File: src/rtl/ddr_init_ref_sequencer.sv
// DDR4 command-bus owner. Runs the power-up / mode-register / ZQ calibration sequence,
// then passes scheduler commands to the pins and inserts periodic refreshes.
module ddr_init_ref_sequencer #(
  parameter int unsigned T_RST_L  = 20,
  parameter int unsigned T_CKE    = 50,
  parameter int unsigned T_IS     = 1,
  parameter int unsigned T_XPR    = 10,
  parameter int unsigned T_MRD    = 8,
  parameter int unsigned T_MOD    = 24,
  parameter int unsigned T_ZQ     = 512,
  parameter int unsigned T_REF    = 780,
  parameter int unsigned T_RFC    = 26,
  parameter int unsigned REF_WARN = 16,
  parameter logic [13:0] MR0_VAL  = 14'h0,
  parameter logic [13:0] MR1_VAL  = 14'h0,
  parameter logic [13:0] MR2_VAL  = 14'h0,
  parameter logic [13:0] MR3_VAL  = 14'h0,
  parameter logic [13:0] MR4_VAL  = 14'h0,
  parameter logic [13:0] MR5_VAL  = 14'h0,
  parameter logic [13:0] MR6_VAL  = 14'h0
) (
  input  logic        clock_t,
  input  logic        reset,
  input  logic        usr_valid,
  output logic        usr_ready,
  input  logic        usr_act_n,
  input  logic        usr_ras_n_a16,
  input  logic        usr_cas_n_a15,
  input  logic        usr_we_n_a14,
  input  logic [1:0]  usr_bg_addr,
  input  logic [1:0]  usr_ba_addr,
  input  logic [13:0] usr_addr,
  output logic        reset_n,
  output logic        cke,
  output logic        cs_n,
  output logic        act_n,
  output logic        ras_n_a16,
  output logic        cas_n_a15,
  output logic        we_n_a14,
  output logic [1:0]  bg_addr,
  output logic [1:0]  ba_addr,
  output logic [13:0] addr,
  output logic        init_done,
  output logic        ref_warn
);

  localparam int unsigned CNT_W  = 16;
  localparam int unsigned ADDR_W = 14;
  localparam int unsigned STEP_W = 3;

  localparam logic [STEP_W-1:0] LAST_STEP  = STEP_W'(6);
  localparam logic [CNT_W-1:0]  REF_LAST   = CNT_W'(T_REF - 1);
  localparam logic [CNT_W-1:0]  WARN_FIRST = CNT_W'(T_REF - REF_WARN);
  localparam logic [CNT_W-1:0]  RFC_LAST   = CNT_W'(T_RFC);

  typedef struct packed {
    logic              cs_n;
    logic              act_n;
    logic              ras_n;
    logic              cas_n;
    logic              we_n;
    logic [1:0]        bg;
    logic [1:0]        ba;
    logic [ADDR_W-1:0] addr;
  } cmd_t;

  localparam cmd_t DES_CMD = '{cs_n: 1'b1, act_n: 1'b1, ras_n: 1'b1, cas_n: 1'b1,
                               we_n: 1'b1, bg: 2'b00, ba: 2'b00, addr: 14'h0000};
  localparam cmd_t REF_CMD = '{cs_n: 1'b0, act_n: 1'b1, ras_n: 1'b0, cas_n: 1'b0,
                               we_n: 1'b1, bg: 2'b00, ba: 2'b00, addr: 14'h0000};
  localparam cmd_t ZQCL_CMD = '{cs_n: 1'b0, act_n: 1'b1, ras_n: 1'b1, cas_n: 1'b1,
                                we_n: 1'b0, bg: 2'b00, ba: 2'b00, addr: 14'h0400};

  typedef enum logic [2:0] {
    RST_LOW,
    CKE_WAIT,
    XPR_WAIT,
    MRS_SEQ,
    MOD_WAIT,
    ZQ_WAIT,
    RUN
  } state_t;

  // MRS for sequence step 0..6, issued in order MR3, MR6, MR5, MR4, MR2, MR1, MR0.
  function automatic cmd_t mrs_cmd(input logic [STEP_W-1:0] step);
    logic [2:0]        idx;
    logic [ADDR_W-1:0] val;
    case (step)
      3'd0:    idx = 3'd3;
      3'd1:    idx = 3'd6;
      3'd2:    idx = 3'd5;
      3'd3:    idx = 3'd4;
      3'd4:    idx = 3'd2;
      3'd5:    idx = 3'd1;
      default: idx = 3'd0;
    endcase
    case (idx)
      3'd0:    val = MR0_VAL;
      3'd1:    val = MR1_VAL;
      3'd2:    val = MR2_VAL;
      3'd3:    val = MR3_VAL;
      3'd4:    val = MR4_VAL;
      3'd5:    val = MR5_VAL;
      default: val = MR6_VAL;
    endcase
    mrs_cmd = '{cs_n: 1'b0, act_n: 1'b1, ras_n: 1'b0, cas_n: 1'b0, we_n: 1'b0,
                bg: {1'b0, idx[2]}, ba: idx[1:0], addr: val};
  endfunction

  state_t            state_q, state_d;
  logic [CNT_W-1:0]  cnt_q, cnt_d;
  logic [STEP_W-1:0] step_q, step_d;
  logic [CNT_W-1:0]  rt_q, rt_d;
  logic              refd_q, refd_d;
  logic              reset_n_q, reset_n_d;
  logic              cke_q, cke_d;
  logic              init_done_q, init_done_d;
  logic              usr_ready_q, usr_ready_d;
  logic              ref_warn_q, ref_warn_d;
  cmd_t              bus_q, bus_d;
  cmd_t              usr_cmd_c;

  assign usr_cmd_c = '{cs_n: 1'b0, act_n: usr_act_n, ras_n: usr_ras_n_a16,
                       cas_n: usr_cas_n_a15, we_n: usr_we_n_a14,
                       bg: usr_bg_addr, ba: usr_ba_addr, addr: usr_addr};

  always_ff @(posedge clock_t) begin
    if (reset) begin
      state_q     <= RST_LOW;
      cnt_q       <= CNT_W'(T_RST_L - 1);
      step_q      <= '0;
      rt_q        <= '0;
      refd_q      <= 1'b0;
      reset_n_q   <= 1'b0;
      cke_q       <= 1'b0;
      init_done_q <= 1'b0;
      usr_ready_q <= 1'b0;
      ref_warn_q  <= 1'b0;
      bus_q       <= DES_CMD;
    end else begin
      state_q     <= state_d;
      cnt_q       <= cnt_d;
      step_q      <= step_d;
      rt_q        <= rt_d;
      refd_q      <= refd_d;
      reset_n_q   <= reset_n_d;
      cke_q       <= cke_d;
      init_done_q <= init_done_d;
      usr_ready_q <= usr_ready_d;
      ref_warn_q  <= ref_warn_d;
      bus_q       <= bus_d;
    end
  end

  // Every output is computed for the next cycle, so each wait counts down to 0 and the
  // command is launched on the cycle the count expires.
  always_comb begin
    state_d     = state_q;
    cnt_d       = cnt_q;
    step_d      = step_q;
    rt_d        = rt_q;
    refd_d      = refd_q;
    reset_n_d   = reset_n_q;
    cke_d       = cke_q;
    init_done_d = init_done_q;
    usr_ready_d = 1'b0;
    ref_warn_d  = 1'b0;
    bus_d       = DES_CMD;

    case (state_q)
      RST_LOW: begin
        if (cnt_q == '0) begin
          state_d   = CKE_WAIT;
          cnt_d     = CNT_W'(T_CKE - 1);
          reset_n_d = 1'b1;
        end else begin
          cnt_d = cnt_q - CNT_W'(1);
        end
      end
      CKE_WAIT: begin
        if (cnt_q == '0) begin
          state_d = XPR_WAIT;
          cnt_d   = CNT_W'(T_IS + T_XPR - 1);
          cke_d   = 1'b1;
        end else begin
          cnt_d = cnt_q - CNT_W'(1);
        end
      end
      XPR_WAIT: begin
        if (cnt_q == '0) begin
          state_d = MRS_SEQ;
          bus_d   = mrs_cmd('0);
          step_d  = STEP_W'(1);
          cnt_d   = CNT_W'(T_MRD - 1);
        end else begin
          cnt_d = cnt_q - CNT_W'(1);
        end
      end
      MRS_SEQ: begin
        if (cnt_q == '0) begin
          bus_d = mrs_cmd(step_q);
          if (step_q == LAST_STEP) begin
            state_d = MOD_WAIT;
            cnt_d   = CNT_W'(T_MOD - 1);
          end else begin
            step_d = step_q + STEP_W'(1);
            cnt_d  = CNT_W'(T_MRD - 1);
          end
        end else begin
          cnt_d = cnt_q - CNT_W'(1);
        end
      end
      MOD_WAIT: begin
        if (cnt_q == '0) begin
          state_d = ZQ_WAIT;
          bus_d   = ZQCL_CMD;
          cnt_d   = CNT_W'(T_ZQ);
        end else begin
          cnt_d = cnt_q - CNT_W'(1);
        end
      end
      ZQ_WAIT: begin
        if (cnt_q == '0) begin
          state_d     = RUN;
          init_done_d = 1'b1;
          usr_ready_d = 1'b1;
          rt_d        = '0;
          refd_d      = 1'b0;
        end else begin
          cnt_d = cnt_q - CNT_W'(1);
        end
      end
      RUN: begin
        // usr_ready is already low on the due cycle, so REF never collides with an accept.
        if (rt_q == REF_LAST) begin
          rt_d   = '0;
          refd_d = 1'b1;
          bus_d  = REF_CMD;
        end else begin
          rt_d = rt_q + CNT_W'(1);
          if (usr_valid && usr_ready_q) begin
            bus_d = usr_cmd_c;
          end
        end
        ref_warn_d  = (rt_d >= WARN_FIRST);
        usr_ready_d = !((rt_d == REF_LAST) || (refd_d && (rt_d <= RFC_LAST)));
      end
      default: begin
        state_d = RST_LOW;
        cnt_d   = CNT_W'(T_RST_L - 1);
      end
    endcase
  end

  assign reset_n   = reset_n_q;
  assign cke       = cke_q;
  assign init_done = init_done_q;
  assign usr_ready = usr_ready_q;
  assign ref_warn  = ref_warn_q;
  assign cs_n      = bus_q.cs_n;
  assign act_n     = bus_q.act_n;
  assign ras_n_a16 = bus_q.ras_n;
  assign cas_n_a15 = bus_q.cas_n;
  assign we_n_a14  = bus_q.we_n;
  assign bg_addr   = bus_q.bg;
  assign ba_addr   = bus_q.ba;
  assign addr      = bus_q.addr;

endmodule
File: config.mk
export PLATFORM = sky130hd
export DESIGN_NAME = ddr_init_ref_sequencer
export DESIGN_NICKNAME = d
export VERILOG_FILES = /design/src/rtl/ddr_init_ref_sequencer.sv
export SDC_FILE = /design/constraint.sdc
export NUM_CORES = 1
export LEC_CHECK = 0
export BUFFER_PORTS_ARGS = -buffer_cell sky130_fd_sc_hd__buf_4
export CORE_MARGIN = 2
export CORE_UTILIZATION = 40
export CTS_CLUSTER_DIAMETER = 200
export DETAILED_ROUTE_END_ITERATION = 10
export PLACE_DENSITY = 0.59
export SLEW_MARGIN = 20
export SYNTH_ARGS = -nofsm -noshare
export SYNTH_HDL_FRONTEND = slang
export SYNTH_SLANG_ARGS = --single-unit
File: constraint.sdc
create_clock -name clock_t -period 2.39 [get_ports clock_t]
set_input_delay 0.1195 -clock clock_t [delete_from_list [all_inputs] [get_ports clock_t]]
set_output_delay 0.1195 -clock clock_t [all_outputs]
set_load 0.01 [all_outputs]
==> results.txt <==
- Leaving out fill and tap cells, the most frequent cells in the layout are 74 x buf_4, 67 x dfxtp_1, 47 x nand2_1.
- Violation count after the first detailed-route iteration: 127
* Number of port buffers: 52
* Fraction of final layout cells with drive strength greater than 1: 20.38%
* HPWL after DPL: 6750 um
- In this run, the combinational gates consume 7.3% of the power.
* Largest area contributor in the netlist: dfxtp_1
* Number of filler instances in the final layout: 858
- DR DRC count: 0
- Synthesis instantiated 56 different standard cells from the library.
- In this run the biggest area consumer among cell types represents 37.54% of the synthesized area.
* Crit share post-route: between 90% and 100%
- Syn nets: slightly below 500
- Total track usage: about a fifth
* Cell Area, Placed: 0.004121 sq mm
- Drt total wl: 9667 um
* R2R setup slack: 150 ps
- Die Wd: 98.52 um
* Mean area per synthesized cell: 7.976 sq um
- On the final layout, the worst clock skew is between 4 and 5 ps.
* Total number of H-tree levels: 3
- Req. time, crit path: 2610 ps
* Max incr delay on CP: approximately 490 ps
- Setup WS pre-CTS: 171.4 ps
- The endpoint identified for the worst register-to-register timing path is usr_ready.
- In this run the power density over the cells is 552.6 mW/mm^2.
- After layout, the minimum clock period comes to 2241 ps.
* Max-cap check violation count: 0
* Root buffer cell: clkbuf_8
* Inserted Clock Buffers: 9
- Critical path fanouts, max: 10
- The first global-routing pass estimated 16300 um of wire.
- Critical path startpoint: rt_q[0]
* Fraction of power spent switching nets: approximately 23%
- By startpoint and endpoint, the worst setup path is classified as reg -> reg.
* Most area-consuming cells after synthesis: dfxtp_1 38%, nand2_1 4.9%, nor2_1 4.3%, a21oi_1 4.2%, o21ai_0 3.9%
- In this run the remaining antenna-violating nets after routing total 0.
- Entering global routing, the biggest net connects 33 pins.
- The total overflow left after global routing is 0.
- Total of endpoints with negative setup slack in the final report: 0
* Number of nets in the finished design: 554
- Number of hold-slack violations in the final timing report: 0
- In the routed layout, each cell is associated on average with a via count of 5.493.
- Number of enable-type register cells in the synthesized netlist: 0
- Data arrival at the endpoint of the critical path: 2460 ps
- Part of the total power dissipated in sequential elements: a little under half
* Total inserted antenna cells: 0
- STA classifies the critical path startpoint as a register.
- Relative to the synthesized area, the layout overhead comes to 27.45%.
* First-pass detailed-route iteration total: 4
- The initial antenna violation count came to 0.
* Effective utilization at floorplan: 41.18%
- Number of clock sinks: 67
* Final count of pins violating max slew: 0
* Crit end category: register
* Total power: roughly 0.0025 W
* Reg2Reg Depth: 8
- CTS max path bufs: 2
- Static timing analysis puts the maximum clock frequency at 446.2 MHz.
* Yosys warns: 0
- Internal power summed over all cells: ~0.0019 W
- For this design the top-level I/O count stands at 53.
* TritonCTS clock tree: done
- Status: complete, no violations
- In this run the critical register-to-register path is launched from rt_q[0].
* Least setup slack across all paths after layout: 148.6 ps
* Clock latency of the later-clocked register in the worst-skew pair: 350 ps
- Overall die area: roughly 0.0097 sq mm
- Psw: roughly 0.00058 W
- Worst setup endpoint: usr_ready
- Leaving out fill and tap cells, the most frequent cell in the layout is buf_4.
* Routed length per placed instance: 15.27 um
* Fraction of power consumed by the clock network: 46.9%
* # Post-CTS Setup Buffers: 0
- Synth Register Bits: 67
- The worst hold path belongs to the class in -> reg.
- Worst-margin pin slew: 512.6 ps
- The analysis attributes to cell leakage a power of 1.701 nW.
- Total via count after detailed routing: 3477
* Share of flip-flops with an asynchronous set or reset: 0%
* Global placer's final weighted congestion: approximately 0.9
* Setup repair after global routing missed its margin: false
- VDD sags by at most 0.2724 mV.
- Crit path max-delay cell type: or4_4
- The worst pin sits at a relative slew slack of 65.67%.
- Final-layout worst hold slack: ~22 ps
- The cell count after synthesis came out at 448.
- Vias in the first global route: 3418
- Seq/Total Area, Yosys: around 38%
- Post-CTS clock slew at the launch and capture registers of the worst setup and hold paths: 80 ps
- Number of rows created at floorplan: 34
- Die H: 98.52 um
- In this run the standard cell core region covers about 0.0087 sq mm.
* Cell area after technology mapping: approximately 0.0036 sq mm
* Sum Neg Setup Slack: 0 ps
* Critical path, cell by cell: ha_1 -> nand2b_1 -> or4_4 -> nor4_4 -> buf_4 -> o32ai_1 -> a21oi_1 -> a311oi_1
- Post-layout instance area: 0.004554 sq mm
- Among all flip-flop cells after synthesis, the most frequent one is dfxtp_1.
[cell usage after synthesis (6+ instances only)]
cell type / number
o21ai_0: 28
or3_1: 10
ha_1: 9
nor4_1: 7
o22ai_1: 6
inv_1: 16
buf_2: 12
nand4_1: 6
nand3_1: 12
a21oi_1: 30
dfxtp_1: 67
o211ai_1: 6
nand2_1: 47
nor3_1: 16
a31oi_1: 9
and2_1: 17
nor2_1: 41
clkbuf_1: 16
xnor2_1: 13
[repair_timing]
item	CTS	global route
setup endpoints to repair	0	2
resized for setup	0	1
endpoints found under the hold margin	18	0
hold buffers	18	0
[sequential cells by signal, summed over array words and instances (netlist names), 2 cells and up]
name     flops
addr        14
cnt_q       16
bg_addr      2
ba_addr      2
step_q       3
state_q      3
rt_q        16
[power groups by stage]
stage	registers [W]	logic, W	clock network, W
6_report	0.00115	0.000185	0.00118
5_1_grt	0.00115	0.000202	0.00127
4_1_cts	0.00115	0.000184	0.00122
3_5_place_dp	0.00118	0.000159	0
3_3_place_gp	0.00118	0.000158	0
2_1_floorplan	0.00117	0.0000978	0
[per-layer routing]
layer | up-vias | GRT usage, % | routed length (um)
met4 | 0 | 8.008 | 185
met1 | 1643 | 26.25 | 4283
met5 | - | 0 | 0
met3 | 18 | 4.184 | 415
met2 | 71 | 34.17 | 4782
li1 | 1745 | - | -
[cells by family (layout without fill, tap and decap cells)]
group | count (synthesis) | in the layout | share of synthesized area (%)
xor gates and xnor gates | 18 | 18 | 4.412
and+or+nand+nor | 191 | 191 | 28.61
DFF | 67 | 67 | 37.54
buffers and inverters | 47 | 124 | 5.672
AOI/OAI and AO/OA | 116 | 116 | 20.62
adders and majority gates | 9 | 9 | 3.151
[how the worst min path moves through the flow]
stage / start / to / slack [ps] / cells after the start
after floorplan: usr_act_n / act_n / 220 / 1
after global placement: usr_act_n / act_n / 300 / 2
after detailed placement: usr_act_n / act_n / 320 / 2
after CTS: usr_ba_addr[0] / ba_addr[0] / 5 / 3
after global routing: usr_bg_addr[0] / bg_addr[0] / 7 / 3
final: usr_ba_addr[0] / ba_addr[0] / 20 / 3
[critical path, delay by kind of cell (launching register included)]
kind | cells | cell delay, ps
AND/OR/NAND/NOR | 3 | 810
flip-flops | 1 | 440
AO/OA/AOI/OAI | 3 | 430
buffers and inverters | 1 | 230
adder cells (fa/ha/maj) | 1 | 200
[cell type report]
type                       count  area, sq um  area share [%]
timing repair buffer          92        735.7           16.15
tap                          108        135.1           2.967
clock inverter                 7        123.9           2.720
multi-input combinational    334         2034           44.67
clock buffer                   9        123.9           2.720
inverter                      16        60.06           1.319
sequential                    67         1341           29.45
[stage by stage]
step / instances / utilization [%]
after floorplan: 448 / -
after global placement: 599 / 47.49
after detailed placement: 599 / 47.49
after CTS: 633 / 52.42
after global routing: 633 / 52.48
final: 633 / 52.48
Power figures use the tool's default switching activity.
